==> src/rtl/a14_mem_timing_addr_pkg.sv <==
// a14_mem_timing_addr_pkg
//   Shared definitions for the A14 memory timing and addressing model:
//   - tpulse_t   : the T01..T11 and T12A pulses packed as bits [12:1]
//   - t_window() : OR of the timing pulses over an inclusive T range
//   - a14_regs_t : every registered output, held in its active-high form
//   - REGS_RESET : reset image of a14_regs_t. Each `_` port is the
//                  inverse of a field, so all-zero fields give 1 on `_` ports.
package a14_mem_timing_addr_pkg;

    localparam int T_LAST = 12;  // index 12 carries T12A

    typedef logic [T_LAST:1] tpulse_t;

    // True when any timing pulse from T<lo> to T<hi> is present.
    function automatic logic t_window(input tpulse_t t, input int lo, input int hi);
        logic hit;
        hit = 1'b0;
        for (int i = 1; i <= T_LAST; i++) begin
            if (i >= lo && i <= hi) begin
                hit = hit | t[i];
            end
        end
        return hit;
    endfunction

    typedef struct packed {
        logic [7:0] xb;
        logic [7:0] xt;
        logic [3:0] yb;
        logic [7:0] xbe;
        logic [7:0] xte;
        logic [3:0] ybe;
        logic       eras, rex, rey, wex, wey, zid, ihenv, setek;
        logic       sbe, sbeset, stbe, sbf, sbfset, stbf, strgat;
        logic       setab, setcd;
        logic [3:0] rope_reset;  // bit 0 = RESETA ... bit 3 = RESETD
        logic       clrope;
        logic       rop;         // ROP_ is low while this is set
        logic       tpge, tpgf, notest, ilp, rilp1;
        logic       br12b, wl11, wl16, r1c, rb1, rscg, wscg, rstk, redrst;
        logic       nsby;        // holds !SBY, so SBYREL_ follows SBY
        logic       whompa;
    } a14_regs_t;

    localparam a14_regs_t REGS_RESET = '0;

endpackage

==> src/rtl/a14_decode.sv <==
// a14_decode
//   Combinational S register decode for the erasable core.
//   s[9:1]  : S09..S01
//   s11,s12 : bank bits S11, S12
//   scad    : special/central address, gojam : restart
//   xb, xt  : one-hot of S03..S01 and S06..S04
//   yb      : one-hot of S08..S07
//   eras    : this address is an erasable-memory cycle
module a14_decode
    import a14_mem_timing_addr_pkg::*;
(
    input  logic [9:1] s,
    input  logic       s11,
    input  logic       s12,
    input  logic       scad,
    input  logic       gojam,
    output logic [7:0] xb,
    output logic [7:0] xt,
    output logic [3:0] yb,
    output logic       eras
);

    always_comb begin
        xb = '0;
        xt = '0;
        yb = '0;
        xb[s[3:1]] = 1'b1;
        xt[s[6:4]] = 1'b1;
        yb[s[8:7]] = 1'b1;
    end

    // Addresses 0..7 are the central registers, not core.
    assign eras = ~s12 & ~s11 & (|s[9:4]) & ~scad & ~gojam;

endmodule

==> src/rtl/a14_mem_timing_addr.sv <==
// a14_mem_timing_addr
//   AGC module A14: erasable X/Y selection, erasable read/write sequencing,
//   sense strobes, rope set/reset pulses, parity-test control and buffers.
//   Inputs : CLOCK, rst (async, active-high), S register bits, T01..T11/T12A
//            timing pulses, phases, rope clear requests, restart, standby,
//            control pulses, data bits and instruction context.
//   Outputs: address decodes and their enabled drivers, erasable and rope
//            drive, sense strobes, parity outputs and buffered signals.
//   Every output comes from a flop on CLOCK rising, one cycle after inputs.
module a14_mem_timing_addr
    import a14_mem_timing_addr_pkg::*;
(
    input  logic CLOCK, rst,
    input  logic S01, S02, S03, S04, S05, S06, S07, S08, S09,
    input  logic S01_, S02_, S03_, S04_, S05_, S06_, S07_, S08_, S09_,
    input  logic S11, S12,
    input  logic T01, T02, T03, T04, T05, T06, T07, T08, T09, T10, T11, T12A,
    input  logic T01_, T02_, T03_, T04_, T05_, T06_, T07_, T08_, T09_, T10_, T11_, T12_,
    input  logic PHS2_, PHS3_, PHS4_,
    input  logic CLEARA, CLEARB, CLEARC, CLEARD,
    input  logic GOJAM, GOJ1, SBY, SCAD, SCAD_,
    input  logic RSC_, WSC_, RT_, R1C_, RB1_, WHOMP_, NISQL_,
    input  logic BR12B, WL11, WL16,
    input  logic CHINC, PSEUDO, INOUT, DV3764, MP1, MAMU, TCSAJ3, TIMR, CGA14,
    input  logic MYCLMP, MNHSBF,
    output logic XB0, XB1, XB2, XB3, XB4, XB5, XB6, XB7,
    output logic XB0_, XB1_, XB2_, XB3_, XB4_, XB5_, XB6_, XB7_,
    output logic XT0, XT1, XT2, XT3, XT4, XT5, XT6, XT7,
    output logic XT0_, XT1_, XT2_, XT3_, XT4_, XT5_, XT6_, XT7_,
    output logic YB0, YB1, YB2, YB3, YB0_, YB1_, YB2_, YB3_,
    output logic XB0E, XB1E, XB2E, XB3E, XB4E, XB5E, XB6E, XB7E,
    output logic XT0E, XT1E, XT2E, XT3E, XT4E, XT5E, XT6E, XT7E,
    output logic YB0E, YB1E, YB2E, YB3E,
    output logic ERAS, ERAS_, FNERAS_,
    output logic REX, REY, WEX, WEY, ZID, IHENV, SETEK,
    output logic SBE, SBESET, STBE, SBF, SBFSET, STBF, STRGAT,
    output logic SETAB, SETAB_, SETCD, SETCD_, RESETA, RESETB, RESETC, RESETD,
    output logic CLROPE, ROP_,
    output logic TPARG_, TPGE, TPGF, NOTEST, NOTEST_, ILP, ILP_, RILP1, RILP1_,
    output logic BR12B_, WL11_, WL16_, R1C, RB1, RSCG_, WSCG_, CXB1_, RSTK_,
    output logic REDRST, SBYREL_, WHOMPA
);

    // The model works from the true address rails; complement rails, the
    // unused phases and context bits are gathered here to keep them visible.
    logic unused_inputs;
    assign unused_inputs = ^{S01_, S02_, S03_, S04_, S05_, S06_, S07_, S08_, S09_,
                             T01_, T02_, T03_, T04_, T05_, T06_, T07_, T08_, T09_,
                             T10_, T11_, T12_, PHS2_, PHS3_, SCAD_, NISQL_,
                             MAMU, TCSAJ3, CGA14};

    tpulse_t    t;
    logic [7:0] xb, xt;
    logic [3:0] yb;
    logic       eras, fixed, clamp, en_win;
    a14_regs_t  r, nxt;

    assign t = {T12A, T11, T10, T09, T08, T07, T06, T05, T04, T03, T02, T01};

    a14_decode u_decode (
        .s     ({S09, S08, S07, S06, S05, S04, S03, S02, S01}),
        .s11   (S11),
        .s12   (S12),
        .scad  (SCAD),
        .gojam (GOJAM),
        .xb    (xb),
        .xt    (xt),
        .yb    (yb),
        .eras  (eras)
    );

    assign fixed  = ~eras & ~SCAD;
    assign clamp  = MYCLMP | SBY;  // monitor clamp or standby kills core drive
    assign en_win = eras & t_window(t, 1, 9) & ~clamp;

    always_comb begin
        nxt            = REGS_RESET;
        nxt.xb         = xb;
        nxt.xt         = xt;
        nxt.yb         = yb;
        nxt.xbe        = en_win ? xb : '0;
        nxt.xte        = en_win ? xt : '0;
        nxt.ybe        = en_win ? yb : '0;
        nxt.eras       = eras;
        // Erasable cycle: read T02-T04, strobe T04, set EK T06, write T07-T09.
        nxt.rex        = eras & t_window(t, 2, 4) & ~clamp;
        nxt.rey        = eras & t_window(t, 2, 4) & ~clamp;
        nxt.sbeset     = eras & t[4];
        nxt.sbe        = eras & t[4] & ~PHS4_;
        nxt.stbe       = eras & t[4] & ~PHS4_;
        nxt.setek      = eras & t[6];
        nxt.ihenv      = eras & t_window(t, 7, 9);
        nxt.wex        = eras & t_window(t, 7, 9) & ~clamp;
        nxt.wey        = eras & t_window(t, 7, 9) & ~clamp;
        nxt.zid        = eras & t_window(t, 7, 9) & ~clamp;
        // Fixed (rope) cycle: S11 picks the A/B or C/D strand set.
        nxt.setab      = fixed & ~S11 & t_window(t, 1, 3);
        nxt.setcd      = fixed & S11 & t_window(t, 1, 3);
        nxt.sbfset     = fixed & t[4];
        nxt.sbf        = fixed & t[4] & ~PHS4_ & ~MNHSBF;
        nxt.stbf       = fixed & t[4] & ~PHS4_ & ~MNHSBF;
        nxt.rope_reset = (fixed & t_window(t, 6, 12)) ? {CLEARD, CLEARC, CLEARB, CLEARA} : 4'b0;
        nxt.rop        = fixed & t[8];
        nxt.clrope     = fixed & t[12];
        nxt.strgat     = nxt.stbe | nxt.stbf;
        nxt.notest     = CHINC | PSEUDO | INOUT | DV3764 | MP1 | SCAD;
        nxt.tpge       = t[7] & ~nxt.notest & eras;
        nxt.tpgf       = t[7] & ~nxt.notest & ~eras;
        // Clear takes priority over set so a restart always drops ILP.
        nxt.ilp        = (t[12] | GOJAM) ? 1'b0 : (nxt.strgat | r.ilp);
        nxt.rilp1      = r.ilp;
        nxt.br12b      = BR12B;
        nxt.wl11       = WL11;
        nxt.wl16       = WL16;
        nxt.r1c        = ~R1C_;
        nxt.rb1        = ~RB1_;
        nxt.rscg       = ~RSC_ & SCAD;
        nxt.wscg       = ~WSC_ & SCAD;
        nxt.rstk       = ~RT_ & TIMR;
        nxt.redrst     = GOJAM | GOJ1;
        nxt.nsby       = ~SBY;
        nxt.whompa     = ~WHOMP_ & ~SBY;
    end

    always_ff @(posedge CLOCK or posedge rst) begin
        if (rst) begin
            r <= REGS_RESET;
        end else begin
            r <= nxt;
        end
    end

    assign {XB7, XB6, XB5, XB4, XB3, XB2, XB1, XB0}         = r.xb;
    assign {XB7_, XB6_, XB5_, XB4_, XB3_, XB2_, XB1_, XB0_} = ~r.xb;
    assign {XT7, XT6, XT5, XT4, XT3, XT2, XT1, XT0}         = r.xt;
    assign {XT7_, XT6_, XT5_, XT4_, XT3_, XT2_, XT1_, XT0_} = ~r.xt;
    assign {YB3, YB2, YB1, YB0}                             = r.yb;
    assign {YB3_, YB2_, YB1_, YB0_}                         = ~r.yb;
    assign {XB7E, XB6E, XB5E, XB4E, XB3E, XB2E, XB1E, XB0E} = r.xbe;
    assign {XT7E, XT6E, XT5E, XT4E, XT3E, XT2E, XT1E, XT0E} = r.xte;
    assign {YB3E, YB2E, YB1E, YB0E}                         = r.ybe;

    assign ERAS    = r.eras;
    assign ERAS_   = ~r.eras;
    assign FNERAS_ = ~r.eras;
    assign {REX, REY, WEX, WEY, ZID, IHENV, SETEK} = {r.rex, r.rey, r.wex, r.wey, r.zid, r.ihenv, r.setek};
    assign {SBE, SBESET, STBE, SBF, SBFSET, STBF, STRGAT} =
           {r.sbe, r.sbeset, r.stbe, r.sbf, r.sbfset, r.stbf, r.strgat};

    assign SETAB   = r.setab;
    assign SETAB_  = ~r.setab;
    assign SETCD   = r.setcd;
    assign SETCD_  = ~r.setcd;
    assign {RESETD, RESETC, RESETB, RESETA} = r.rope_reset;
    assign CLROPE  = r.clrope;
    assign ROP_    = ~r.rop;

    assign TPGE    = r.tpge;
    assign TPGF    = r.tpgf;
    assign TPARG_  = ~(r.tpge | r.tpgf);
    assign NOTEST  = r.notest;
    assign NOTEST_ = ~r.notest;
    assign ILP     = r.ilp;
    assign ILP_    = ~r.ilp;
    assign RILP1   = r.rilp1;
    assign RILP1_  = ~r.rilp1;

    assign BR12B_  = ~r.br12b;
    assign WL11_   = ~r.wl11;
    assign WL16_   = ~r.wl16;
    assign R1C     = r.r1c;
    assign RB1     = r.rb1;
    assign RSCG_   = ~r.rscg;
    assign WSCG_   = ~r.wscg;
    assign CXB1_   = ~r.xb[1];
    assign RSTK_   = ~r.rstk;
    assign REDRST  = r.redrst;
    assign SBYREL_ = ~r.nsby;
    assign WHOMPA  = r.whompa;

endmodule

==> config.mk <==
export PLATFORM = sky130hd
export DESIGN_NAME = a14_mem_timing_addr
export DESIGN_NICKNAME = d
export VERILOG_FILES = /design/src/rtl/a14_mem_timing_addr_pkg.sv /design/src/rtl/a14_decode.sv /design/src/rtl/a14_mem_timing_addr.sv
export SDC_FILE = /design/constraint.sdc
export NUM_CORES = 1
export LEC_CHECK = 0
export BUFFER_PORTS_ARGS = -buffer_cell sky130_fd_sc_hd__buf_2
export CORE_MARGIN = 5
export CORE_UTILIZATION = 25
export DETAILED_ROUTE_END_ITERATION = 7
export PLACE_DENSITY = 0.62
export SYNTH_ARGS = -nofsm -noshare
export SYNTH_HDL_FRONTEND = slang
export SYNTH_HIERARCHICAL = 1
export SYNTH_SLANG_ARGS = --single-unit
==> constraint.sdc <==
create_clock -name CLOCK -period 2.4 [get_ports CLOCK]
set_input_delay 0.12 -clock CLOCK [delete_from_list [all_inputs] [get_ports CLOCK]]
set_output_delay 0.12 -clock CLOCK [all_outputs]
set_load 0.005 [all_outputs]
==> Yosys cells after proc, flatten, opt, wreduce, memory -nomap -nowiden <==
Cells that the tools add are included.
{ "classes": {"order_cmp": 6, "n_mux": 11, "bitwise": 95, "reduce_logical": 4} }
{ "ops": {"columns": ["operator", "count"], "rows": [
  ["1-bit inverter", 32],
  ["1-bit AND", 31],
  ["1-bit bitwise OR", 29],
  ["8-bit two-way mux", 2],
  ["8-bit inverter", 2],
  ["3-bit by 4-bit less-than comparator with 1-bit output, second input constant", 2],
  ["4-bit two-way mux", 2],
  ["1-bit demux with 3-bit select", 2],
  ["3-bit by 1-bit greater-or-equal comparator with 1-bit output, second input constant", 2],
  ["6-bit OR reduction", 1],
  ["1-bit two-way mux", 4],
  ["4-bit inverter", 1],
  ["1-bit logical AND", 3],
  ["2-bit by 3-bit less-than comparator with 1-bit output, second input constant", 1],
  ["1-bit demux with 2-bit select", 1],
  ["2-bit by 1-bit greater-or-equal comparator with 1-bit output, second input constant", 1]
]} }
{ "word_totals": {"regBits": 74, "inputBits": 79, "output_inout_bits": 108, "wordCells": 153} }

==> Logic depth before layout (Yosys ltp) <==
Gate-level depths: netlist of the first run.
{ "logic_depth": {"word_depth": 13, "mapped_depth": 7, "ltp_nobuf": 5} }

==> Cells and area by module <==
The synthesis of the first run kept the hierarchy.
{ "modules_own_cells": {"columns": ["module", "instances", "cells_per_inst", "area_each_um2", "seq_area_each_um2"], "rows": [
  ["a14_mem_timing_addr", 1, 187, 2446.1, 1851.8],
  ["a14_decode", 1, 25, 165.2, 0.0]
]} }

==> Least setup slack after synthesis of the first run <==
No wires, ideal clock.
{ "synth_path": {"path_kind": "input port to flip-flop", "startpoint": "in S11", "endpoint": "reg r, in the netlist XT0E", "setup_ns": 0.067, "arrival_ns": 1.723, "slack_ns": 0.610, "path_stages": 7, "path_buffers": 2, "path_cell_list": "or4_4 a21oi_2 buf_4 or3b_4 a31oi_1 buf_4 and2_1"} }
{ "synth_lines": {"columns": ["element", "line_no", "text"], "rows": [
  ["from (decl)", "a14_mem_timing_addr.sv:16", "input logic S11, S12,"],
  ["to (signal assigned)", "a14_mem_timing_addr.sv:129", "r <= nxt;"],
  ["to (decl)", "a14_mem_timing_addr.sv:56", "a14_regs_t r, nxt;"]
]} }

==> results.txt, run 1 <==
- Setup repair after global routing left no endpoint under its margin.
- Total count of max-transition violations in the final report: 0
* Largest buffer count on any clock path: 2
* Rel. slew slack: 0.5786
- Of the total power, the share spent switching nets is 0.2260.
- The number of nets handed over by synthesis was 291.
* Share of power burned in the clock network: 0.382
- Setup tns final: 0 ps
* Combined area of all synthesized cells: 0.002611 mm^2
* Top register by number of flip-flops: r
- VDD sags by at most 0.2722 mV.
* Outcome: finished, final reports clean
* Maximum capacitance violations: 0
* Number of setup violations in the final report: 0
* Design internal power: 0.001909 W
- The count of nets left with antenna violations once routing finished came out at 0.
* Portion of total power attributed to combinational logic: 0.093
- CTS root buf: sky130_fd_sc_hd__clkbuf_8
* Number of synthesized flops with an enable pin: 0
* Post-CTS clock slew at the launch and capture registers of the worst setup and hold paths: 80 ps
- Reg power frac: 0.525
- Type of the most critical hold path: in2reg
- Cell with the most instances after synthesis: sky130_fd_sc_hd__dfrtp_1
- Cell Pwr Density: 622.7 mW/mm^2
- IO Count: 187
* CTS HTree Levels: 3
- Static timing analysis puts the maximum clock frequency at 446.4 MHz.
- Avg Synthesized Cell Area: 12.32 um^2
- The congestion estimate from routability-driven global placement came to 0.7954.
* Filler-free cell count of the finished design: 538
* Final-report hold violation count: 0
- For this run, the leading register cell type out of synthesis is sky130_fd_sc_hd__dfrtp_1.
* Most frequent cells after synthesis: 74 x sky130_fd_sc_hd__dfrtp_1, 40 x sky130_fd_sc_hd__inv_1, 28 x sky130_fd_sc_hd__and2_1
- Switching power: 0.0005573 W
* Top-area cell type share of the netlist area: 0.7092
- Number of global-route vias before repair: 2279
- Dividing the final minimum period by the clock period gives 0.9334.
- Half-perimeter wire length of the detailed placement result: 5.285 mm
- Post-cts gate resize count: 0
* Leakage: 2.208 nW
- The biggest area contributor in the post-synthesis netlist is sky130_fd_sc_hd__dfrtp_1.
- Fin crit period: 2240 ps
- Number of detailed-route iterations in the first pass: 4
- Clock buffers created by TritonCTS: 9
- Biggest area contributors in the synthesized netlist: sky130_fd_sc_hd__dfrtp_1 71%, sky130_fd_sc_hd__and2_1 6.7%, sky130_fd_sc_hd__inv_1 5.7%, sky130_fd_sc_hd__buf_4 2.9%, sky130_fd_sc_hd__nor2_1 2.0%
- The die covers 0.01259 mm^2.
* Required time of the critical path: 2660 ps
- Portion of the post-synthesis area used by sequential elements: 0.7092
* Effective utilization at floorplan: 0.2541
* Area inside the core boundary: 0.01028 mm^2
- Instance count after placement with tap cells included: 501
* Average routed wire per standard cell: 12.74 um
- The worst setup path is of the in2reg kind.
- Of all nets on the critical path, the largest fanout is 20.
- Post-synth ARST share: 1.000
- After detailed routing, the number of vias per cell comes to 3.931.
- Setup slack on the worst flop-to-flop path: 1680 ps
- Die W: 112.2 um
* Initial antenna violation count: 0
- On the final layout, the worst clock skew is 0.02304 ps.
- TritonCTS built the clock tree.
* Number of flip-flops in the largest register: 8
- In the routed design, unresolved DRC markers number 0.
- CTS saw 74 sinks.
- For the worst setup path, the data arrival time is 2500 ps.
* Largest net degree at the start of global routing: 41
- Number of distinct library cell variants in the gate-level netlist after synthesis: 20
* Setup crit start kind: input pin
* Layout Utilization: 0.3854
* Number of port buffers: 158
- The completed layout was analyzed and its total power is 0.002467 W.
* Yosys synthesis warning count: 6
- Number of antenna diodes: 0
* First-iteration detailed-routing DRC count: 50
* Wirelength, routed: 6.854 mm
- Clk_lat worst skew: 330 ps
- Hold timing on the final database bottoms out at a slack of 27.75 ps.
- From bottom edge to top edge, the die measures 112.2 um.
- Slew of the pin with the lowest slew margin: 632.1 ps
* Site row count: 37
- Count of state elements after synthesis: 74
- Kind of capture point of the worst setup path: flop
- Count of vias placed by the detailed router: 2115
- The first global-routing pass estimated 11.35 mm of wire.
- Total global-route track usage: 0.1138
- Syn-to-layout area delta: 51.70%
- Final global-route overflow total: 0
- In the final layout, the share of cells above drive strength 1 is 0.4627.
- Setup Buffers After CTS: 0
- Synthesized netlist cell count: 212
- The final layout contains 476 nets.
-- worst max-delay path, stage by stage --
cell and delay [ps]:
sky130_fd_sc_hd__dlygate4sd3_1 530, sky130_fd_sc_hd__buf_2 130, sky130_fd_sc_hd__or4_4 540, sky130_fd_sc_hd__a21oi_2 170, sky130_fd_sc_hd__or3b_4 420, sky130_fd_sc_hd__a31oi_2 170
sky130_fd_sc_hd__buf_4 250, sky130_fd_sc_hd__and2_1 160
-- placed cells by master, fill, tap and decap left out --
master | synthesis | final
sky130_fd_sc_hd__buf_4 | 10 | 4
sky130_fd_sc_hd__clkinvlp_4 | 0 | 1
sky130_fd_sc_hd__and2_2 | 3 | 3
sky130_fd_sc_hd__inv_1 | 40 | 39
sky130_fd_sc_hd__or3b_4 | 1 | 1
sky130_fd_sc_hd__dfrtp_1 | 74 | 74
sky130_fd_sc_hd__o21a_1 | 2 | 2
sky130_fd_sc_hd__nor2_1 | 14 | 14
sky130_fd_sc_hd__a21boi_0 | 1 | 1
sky130_fd_sc_hd__and3b_1 | 5 | 5
sky130_fd_sc_hd__or2_2 | 1 | 1
sky130_fd_sc_hd__nor3_1 | 9 | 9
sky130_fd_sc_hd__nor4_1 | 3 | 3
sky130_fd_sc_hd__and3_1 | 2 | 2
sky130_fd_sc_hd__a21oi_2 | 1 | 1
sky130_fd_sc_hd__nor2b_1 | 6 | 6
sky130_fd_sc_hd__nor3b_1 | 6 | 6
sky130_fd_sc_hd__dlygate4sd3_1 | 0 | 21
sky130_fd_sc_hd__buf_12 | 0 | 1
sky130_fd_sc_hd__buf_2 | 0 | 158
sky130_fd_sc_hd__clkinv_4 | 0 | 1
sky130_fd_sc_hd__nand2_1 | 4 | 4
sky130_fd_sc_hd__clkbuf_8 | 0 | 10
sky130_fd_sc_hd__clkinv_2 | 0 | 2
sky130_fd_sc_hd__bufinv_16 | 0 | 1
sky130_fd_sc_hd__clkbuf_1 | 0 | 2
sky130_fd_sc_hd__and2_1 | 28 | 28
sky130_fd_sc_hd__a31oi_2 | 0 | 1
sky130_fd_sc_hd__or4_4 | 1 | 1
-- metrics by stage --
stage | setup WS, ps | instance area [um^2]
6_report | 159.8 | 3961
5_1_grt | 59.54 | 3961
4_1_cts | 119.0 | 3961
3_5_place_dp | 306.9 | 3555
3_3_place_gp | 342.8 | 3555
2_1_floorplan | 398.4 | 2611
-- path summary, 6_finish.rpt --
path | startpoint | endpoint | cells after the start
worst max-delay path | S11 | XT4E | 8
worst min-delay path | T08 | r[16] | 2
worst max register to register | ILP | ILP | 1
worst min register to register | ILP | RILP1 | 0
max in group asynchronous | rst | XT6E | 4
min in group asynchronous | rst | RESETB | 3
-- power groups by stage --
stage          clock, W  sequential (W)  combinational, W
6_report       0.000942         0.00130          0.000229
3_5_place_dp          0         0.00132          0.000209
4_1_cts        0.000988         0.00130          0.000235
3_3_place_gp          0         0.00132          0.000206
2_1_floorplan         0         0.00132         0.0000705
5_1_grt         0.00105         0.00130          0.000261
-- routing by layer --
| metal | up-vias | wire length [um] | track usage |
|---|---|---|---|
| li1 | 1004 | - | - |
| met1 | 1002 | 2689 | 0.1277 |
| met2 | 105 | 3437 | 0.1971 |
| met3 | 4 | 690 | 0.05175 |
| met4 | 0 | 36 | 0.02885 |
| met5 | - | 0 | 0 |
-- layout make-up --
class | count | area [um^2]
clock buffer | 12 | 145.1
clock inverter | 4 | 51.30
fill | 1022 | 6316
inverter | 40 | 151.4
multi-input combinational | 88 | 540.5
sequential | 74 | 1852
tap | 136 | 170.2
timing repair buffer | 184 | 1051
-- cells by family after synthesis --
group,after synthesis,synth area share
AOI/OAI and AO/OA,5,0.01438
buffers and inverters,50,0.08625
DFF,74,0.7092
and+or+nand+nor,83,0.1902
-- timing repair --
action                     CTS  global route
hold endpoints to repair    51             0
hold buffers                21             0
setup endpoints to repair    0             0
No activity file was read; power rests on OpenSTA's default activity.
==> run 2, diff against run 1 <==
--- a/config.mk
+++ b/config.mk
@@ -9,7 +9,8 @@
 export CORE_MARGIN = 5
 export CORE_UTILIZATION = 25
 export DETAILED_ROUTE_END_ITERATION = 7
-export PLACE_DENSITY = 0.62
+export HOLD_SLACK_MARGIN = 0.03
+export PLACE_DENSITY = 0.53
 export SYNTH_ARGS = -nofsm -noshare
 export SYNTH_HDL_FRONTEND = slang
 export SYNTH_HIERARCHICAL = 1
==> results.txt, run 2 (synthesis results as in run 1) <==
* Outcome: finished, final reports clean
- In the final layout, the share of cells above drive strength 1 is 0.4390.
* Setup slack after layout: 147.7 ps
- After the flow finishes, the layout carries non-filler instances totaling 562.
- Cell Pwr Density: 596.0 mW/mm^2
- The finished cells cover 0.004193 mm^2.
- Clock buffers created by TritonCTS: 9
- Final ANT Viol Nets: 0
- The min-delay analysis places its worst path in the category in2reg.
- The analysis attributes to cell leakage a power of 2.316 nW.
- The top cell types in the final layout, fill and taps aside, are 158 x sky130_fd_sc_hd__buf_2, 74 x sky130_fd_sc_hd__dfrtp_1, 45 x sky130_fd_sc_hd__dlygate4sd3_1.
- Number of port buffers: 158
- The core region is 0.01028 mm^2.
- Across the run, the number of max-cap violations was 0.
- Initial antenna violation count: 0
- Share of the clock period used by the worst path after layout: 0.9384
* Final global-route overflow total: 0
* Count of vias placed by the detailed router: 2185
- Total power consumption of the routed design: 0.002499 W
- Counting tap cells, the placed design contains a total of 501 instances.
- The final max-slew violation count is 0.
* Worst endpoint data arrival time: 2460 ps
* Effective utilization at floorplan: 0.2541
- The floorplan step set the die height to 112.2 um.
- The library cell used most frequently in the layout, excluding fill and tap cells, is sky130_fd_sc_hd__buf_2.
- The number of hold violations in the final report is 0.
- Setup Buffers After CTS: 0
* Post-CTS clock slew at the launch and capture registers of the worst setup and hold paths: 70 ps
- In this run the count of I/O pins placed on the die edge is 187.
* Placed Instance Area: 0.003541 mm^2
- Wires add up to 7.007 mm.
- Worst Clk Skew: 0.1752 ps
* CTS root buf: sky130_fd_sc_hd__clkbuf_8
- WS Path Type: in2reg
* Wire length of the first global-routing pass: 11.59 mm
- Syn-to-layout area delta: 60.57%
- For this run, the total global-route usage over all layers was measured as 0.1148.
* Fin crit period: 2252 ps
- Rel. slew slack: 0.6851
- The HPWL after detailed placement is 5.200 mm.
- The clock drives 74 sinks.
- Peak supply drop: 0.2788 mV
* Final Wtd Congestion: 0.7662
- The pre-antenna-repair detailed-routing pass consisted of 4 iterations.
- Using the TritonRoute via totals, the vias-per-cell ratio works out to 3.888.
* Number of fill cells: 1005
- The clock tree synthesis step divided the H-tree into 3 levels.
* Unrepaired setup endpoints after global routing: no
- Largest net degree at the start of global routing: 33
- Counting along the longest clock path gives a buffer depth of 2.
- Top register by number of flip-flops: r
* CTS tree: done
- Required time of the critical path: 2610 ps
- Die W: 112.2 um
- In the final routed layout, each cell accounts on average for 12.47 um.
- After the first detailed-routing iteration, the DRC count stood at 43.
* Number of setup violations in the final report: 0
- For this run, design rule violations remaining after detail routing come to 0.
- The die covers 0.01259 mm^2.
* Setup tns final: 0 ps
* Clk_lat worst skew: 330 ps
- Kind of capture point of the worst setup path: flop
- Number of global-route vias before repair: 2325
- At the placement stage, the worst setup path has a slack of 326.7 ps.
* Total number of nets in the final design: 500
- Highest fanout seen on the critical path: 9
- The register with the most flip-flops in the layout has 8 of them.
- Row generation in the floorplan step produced 37 rows.
* Slew of the pin with the lowest slew margin: 471.6 ps
- The number of antenna diodes in the final layout is 0.
* Maximum clock rate: 444.0 MHz
- Setup crit start kind: input pin
run 2: cell count changes in the layout (fill, tap and decap cells not counted):
cell | before | now
sky130_fd_sc_hd__dlygate4sd3_1 | 21 | 45
sky130_fd_sc_hd__nor3_2 | 0 | 1
sky130_fd_sc_hd__clkinv_2 | 2 | 1
sky130_fd_sc_hd__buf_12 | 1 | 0
sky130_fd_sc_hd__nor3_1 | 9 | 8
sky130_fd_sc_hd__inv_2 | 0 | 1
sky130_fd_sc_hd__buf_4 | 4 | 5
run 2: per-stage QoR:
step                        util  hold WS [ps]
after global routing      0.4080         33.90
after detailed placement  0.3445         167.2
final                     0.4080         56.26
after floorplan                -         151.4
after CTS                 0.4075         31.64
after global placement    0.3445         165.5
run 2: path summary, 6_finish.rpt:
| kind | start | endpoint | slack [ps] | cells past startpoint |
|---|---|---|---|---|
| max in group asynchronous | rst | SBESET | 1260 | 4 |
| worst min register to register | ILP | RILP1 | 440 | 0 |
| worst max-delay path | S11 | SBF | 150 | 9 |
| min in group asynchronous | rst | XB4 | 340 | 3 |
| worst max register to register | ILP | ILP | 1700 | 1 |
| worst min-delay path | TIMR | r[3] | 60 | 2 |
run 2: cell type report:
| type | count | area (um^2) | share of cell area |
|---|---|---|---|
| Inverter | 40 | 150.1 | 0.03581 |
| Tap cell | 136 | 170.2 | 0.04058 |
| Clock inverter | 4 | 51.30 | 0.01224 |
| Timing Repair Buffer | 208 | 1279 | 0.3050 |
| Sequential cell | 74 | 1852 | 0.4417 |
| Clock buffer | 12 | 145.1 | 0.03462 |
| Multi-Input combinational cell | 88 | 545.5 | 0.1301 |
run 2: metal layers:
layer | GRT usage | vias to the layer above | wire length (um)
li1 | - | 1051 | -
met5 | 0 | - | 0
met4 | 0.04567 | 0 | 104
met1 | 0.1345 | 1023 | 2724
met2 | 0.1979 | 101 | 3540
met3 | 0.03288 | 10 | 637
run 2: worst max-delay path, cell delays in order:
cell and delay (ps):
sky130_fd_sc_hd__dlygate4sd3_1 530, sky130_fd_sc_hd__buf_2 130, sky130_fd_sc_hd__or4_4 550, sky130_fd_sc_hd__a21oi_2 170
sky130_fd_sc_hd__buf_4 190, sky130_fd_sc_hd__nor2_1 110, sky130_fd_sc_hd__nand2_1 70, sky130_fd_sc_hd__nor2_1 40
sky130_fd_sc_hd__dlygate4sd3_1 550
run 2: power by group:
group          internal (W)  switching, W
logic              0.000137      0.000116
clock network      0.000510      0.000440
registers           0.00128     0.0000136
total               0.00193      0.000570
run 2: what timing repair did:
action,CTS,global route
endpoints found under the setup margin,0,1
hold buffers,45,0
gates resized for setup,0,1
endpoints found under the hold margin,58,0
==> run 3, diff against run 2 <==
--- a/config.mk
+++ b/config.mk
@@ -5,12 +5,14 @@
 export SDC_FILE = /design/constraint.sdc
 export NUM_CORES = 1
 export LEC_CHECK = 0
+export ABC_AREA = 1
 export BUFFER_PORTS_ARGS = -buffer_cell sky130_fd_sc_hd__buf_2
 export CORE_MARGIN = 5
 export CORE_UTILIZATION = 25
+export CTS_CLUSTER_SIZE = 8
 export DETAILED_ROUTE_END_ITERATION = 7
 export HOLD_SLACK_MARGIN = 0.03
-export PLACE_DENSITY = 0.53
+export PLACE_DENSITY = 0.52
 export SYNTH_ARGS = -nofsm -noshare
 export SYNTH_HDL_FRONTEND = slang
 export SYNTH_HIERARCHICAL = 1
==> results.txt, run 3 <==
- Adding up every negative setup slack in the final design gives 0 ps.
- Area taken by flip-flops and latches: 0.001852 mm^2
- Number of antenna diodes: 0
* Post-synthesis compound-gate area fraction: 0.003690
- Among all flip-flop cells after synthesis, the most frequent one is sky130_fd_sc_hd__dfrtp_1.
- In this run the remaining antenna-violating nets after routing total 0.
- Number of flip-flops in the largest register: 8
* Mux contribution to synthesized area: 0
- Post-CTS clock slew at the launch and capture registers of the worst setup and hold paths: 70 ps
* Final Wtd Congestion: 0.7426
- In this run the cell area of the synthesized design comes to 0.002713 mm^2.
* Largest net degree at the start of global routing: 75
- Number of setup violations in the final report: 0
* Cell taking the most area after synthesis: sky130_fd_sc_hd__dfrtp_1
- Across the VDD grid, the largest voltage drop is 0.2161 mV.
- Average routed wire per standard cell: 11.92 um
* CTS root buf: sky130_fd_sc_hd__clkbuf_8
* Yosys synthesis warning count: 6
* Dominant combinational cell family by area after synthesis: simple AND/OR/NAND/NOR gates
* Total number of nets in the final design: 551
- Row generation in the floorplan step produced 38 rows.
* Simple-gate share of the synthesized area: 0.1624
* Wire length of the first global-routing pass: 11.65 mm
- Total global-route track usage: 0.1158
- Count of vias placed by the detailed router: 2350
* Highest fanout seen on the critical path: 16
- Total power consumption of the routed design: 0.002523 W
- Share of the clock period used by the worst path after layout: 0.7374
* Half-perimeter wire length of the detailed placement result: 5.450 mm
- Synthesis produced a netlist with a net count of 351.
* Maximum capacitance violations: 0
* Cell Pwr Density: 596.1 mW/mm^2
* Setup Buffers After CTS: 0
- Rel. slew slack: 0.6186
* Syn-to-layout area delta: 56.04%
- Counting flops and latches in the post-synthesis netlist gives 74.
- Final-report hold violation count: 0
- Biggest area contributors in the synthesized netlist: sky130_fd_sc_hd__dfrtp_1 68%, sky130_fd_sc_hd__inv_1 12%, sky130_fd_sc_hd__nor3_1 6.5%, sky130_fd_sc_hd__nor2_1 4.8%, sky130_fd_sc_hd__buf_4 1.9%
* Number of detailed-route iterations in the first pass: 4
- Setup crit start kind: input pin
- The critical path in this run is classified as in2reg.
* Worst Clk Skew: 0.1492 ps
- Unrepaired setup endpoints after global routing: no
- The die covers 0.01303 mm^2.
- From bottom edge to top edge, the die measures 114.2 um.
- Remaining design rule violation count: 0
* Portion of the post-synthesis area used by sequential elements: 0.6827
- Of the total synthesized cell area, the portion taken by full adders, half adders and majority gates is 0.
- Fraction of final layout cells with drive strength greater than 1: 0.3857
* Fin crit period: 1770 ps
- In this run the standard cell core region covers 0.01075 mm^2.
- The first routing iteration left 106 violations.
- From left edge to right edge, the die measures 114.2 um.
- Number of synthesized flops with an enable pin: 0
* Clk_lat worst skew: 340 ps
- Sorting the synthesized cells by how often they occur yields 87 x sky130_fd_sc_hd__inv_1, 74 x sky130_fd_sc_hd__dfrtp_1, 35 x sky130_fd_sc_hd__nor2_1, 35 x sky130_fd_sc_hd__nor3_1, 12 x sky130_fd_sc_hd__nand2_1.
- Pin placement for this block handled 187 I/O pins.
* Maximum clock rate: 565.0 MHz
- Kind of capture point of the worst setup path: flop
* Clock buffers created by TritonCTS: 9
* Worst endpoint data arrival time: 2020 ps
- Top-area cell type share of the netlist area: 0.6827
- Type of the most critical hold path: in2reg
* Multi-input gate area: 452.9 um^2
- Top register by number of flip-flops: r
- The number of global-route vias before repair is 2437.
- After filler insertion, the fill cell instance count of the layout stands at 1098.
* Effective utilization at floorplan: 0.2524
- Port buffering added 158 buffers.
* Leakage: 2.414 nW
- In the layout the commonest cells are 158 x sky130_fd_sc_hd__buf_2, 86 x sky130_fd_sc_hd__inv_1, 74 x sky130_fd_sc_hd__dfrtp_1.
- The H-tree generated during clock tree synthesis spans 3 levels.
- Counting along the longest clock path gives a buffer depth of 2.
* Initial antenna violation count: 0
- Required time of the critical path: 2650 ps
- Leading cell type in the layout, fill and taps excluded: sky130_fd_sc_hd__buf_2
- For this block, the routed nets add up to 7.357 mm of wire.
- The flow ran to the end, and the final reports show no timing, DRC or antenna violations.
- The clock drives 74 sinks.
* Area share of xor/xnor cells in the synthesized design: 0
- The final max-slew violation count is 0.
* Avg Synthesized Cell Area: 9.973 um^2
- Using the TritonRoute via totals, the vias-per-cell ratio works out to 3.809.
- Final global-route overflow total: 0
- TritonCTS built the clock tree.
- Post-synth ARST share: 1.000
- Cell with the most instances after synthesis: sky130_fd_sc_hd__inv_1
* Slew of the pin with the lowest slew margin: 566.2 ps
* Number of distinct library cell variants in the gate-level netlist after synthesis: 15
* Synthesized netlist cell count: 272
==> run 3: what timing repair did <==
action / 4_1_cts / 5_1_grt
hold buffers: 39 / 0
resized for setup: 0 / 0
hold endpoints to repair: 111 / 0
==> run 3: where the power goes <==
part	switching [W]	internal [W]
clock	0.000428	0.000537
sequential	0.0000134	0.00128
combinational	0.000131	0.000131
total	0.000573	0.00195
==> run 3: logic make-up (layout without fill, tap and decap cells) <==
family	count (synthesis)	after routing
compound gates	2	2
buf+inv	101	306
flops	74	74
simple gates	95	95
==> run 3: final cells by class <==
type                       count  area share
clock inverter                 2    0.008277
tap                          140     0.04138
inverter                      90     0.08011
sequential                    74      0.4375
clock buffer                  14     0.03843
timing repair buffer         200      0.2873
multi-input combinational     97      0.1070
==> run 3: routing by layer <==
metal	GRT usage	vias to the layer above	part of all wire
met3	0.02590	14	0.075
met2	0.1932	95	0.50
met5	0	-	0
met1	0.1363	1063	0.40
li1	-	1178	-
met4	0.06809	0	0.025
==> run 3: stage by stage <==
step / worst slack, ps / std cells / area (um^2) / utilization / hold slack (ps)
final: 630.2 / 617 / 4233 / 0.3939 / 50.49
after global routing: 421.3 / 617 / 4233 / 0.3939 / 47.33
after CTS: 580.4 / 617 / 4233 / 0.3939 / 31.16
after detailed placement: 771.0 / 562 / 3645 / 0.3392 / 232.2
after global placement: 807.6 / 562 / 3645 / 0.3392 / 227.6
after floorplan: 398.4 / 272 / 2713 / - / 151.4
==> run 3: path summary, 6_finish.rpt <==
path / to / startpoint / slack [ps] / depth (start not counted)
min in group asynchronous: r[10] / rst / 390 / 4
max in group asynchronous: XT2 / rst / 1720 / 4
hold reg to reg: RILP1 / ILP / 410 / 0
hold / removal: ZID / T09 / 50 / 3
setup / recovery: XT7E / S05 / 630 / 9
setup reg to reg: ILP / ILP / 1650 / 4
==> run 3: worst max-delay path, cell delays in order <==
cell                            delay (ps)
sky130_fd_sc_hd__dlygate4sd3_1         530
sky130_fd_sc_hd__buf_2                 180
sky130_fd_sc_hd__nor2_1                 70
sky130_fd_sc_hd__nand3_1                90
sky130_fd_sc_hd__nand2_1                60
sky130_fd_sc_hd__inv_1                 190
sky130_fd_sc_hd__nand2_1               280
sky130_fd_sc_hd__buf_4                 300
sky130_fd_sc_hd__nor3_1                200
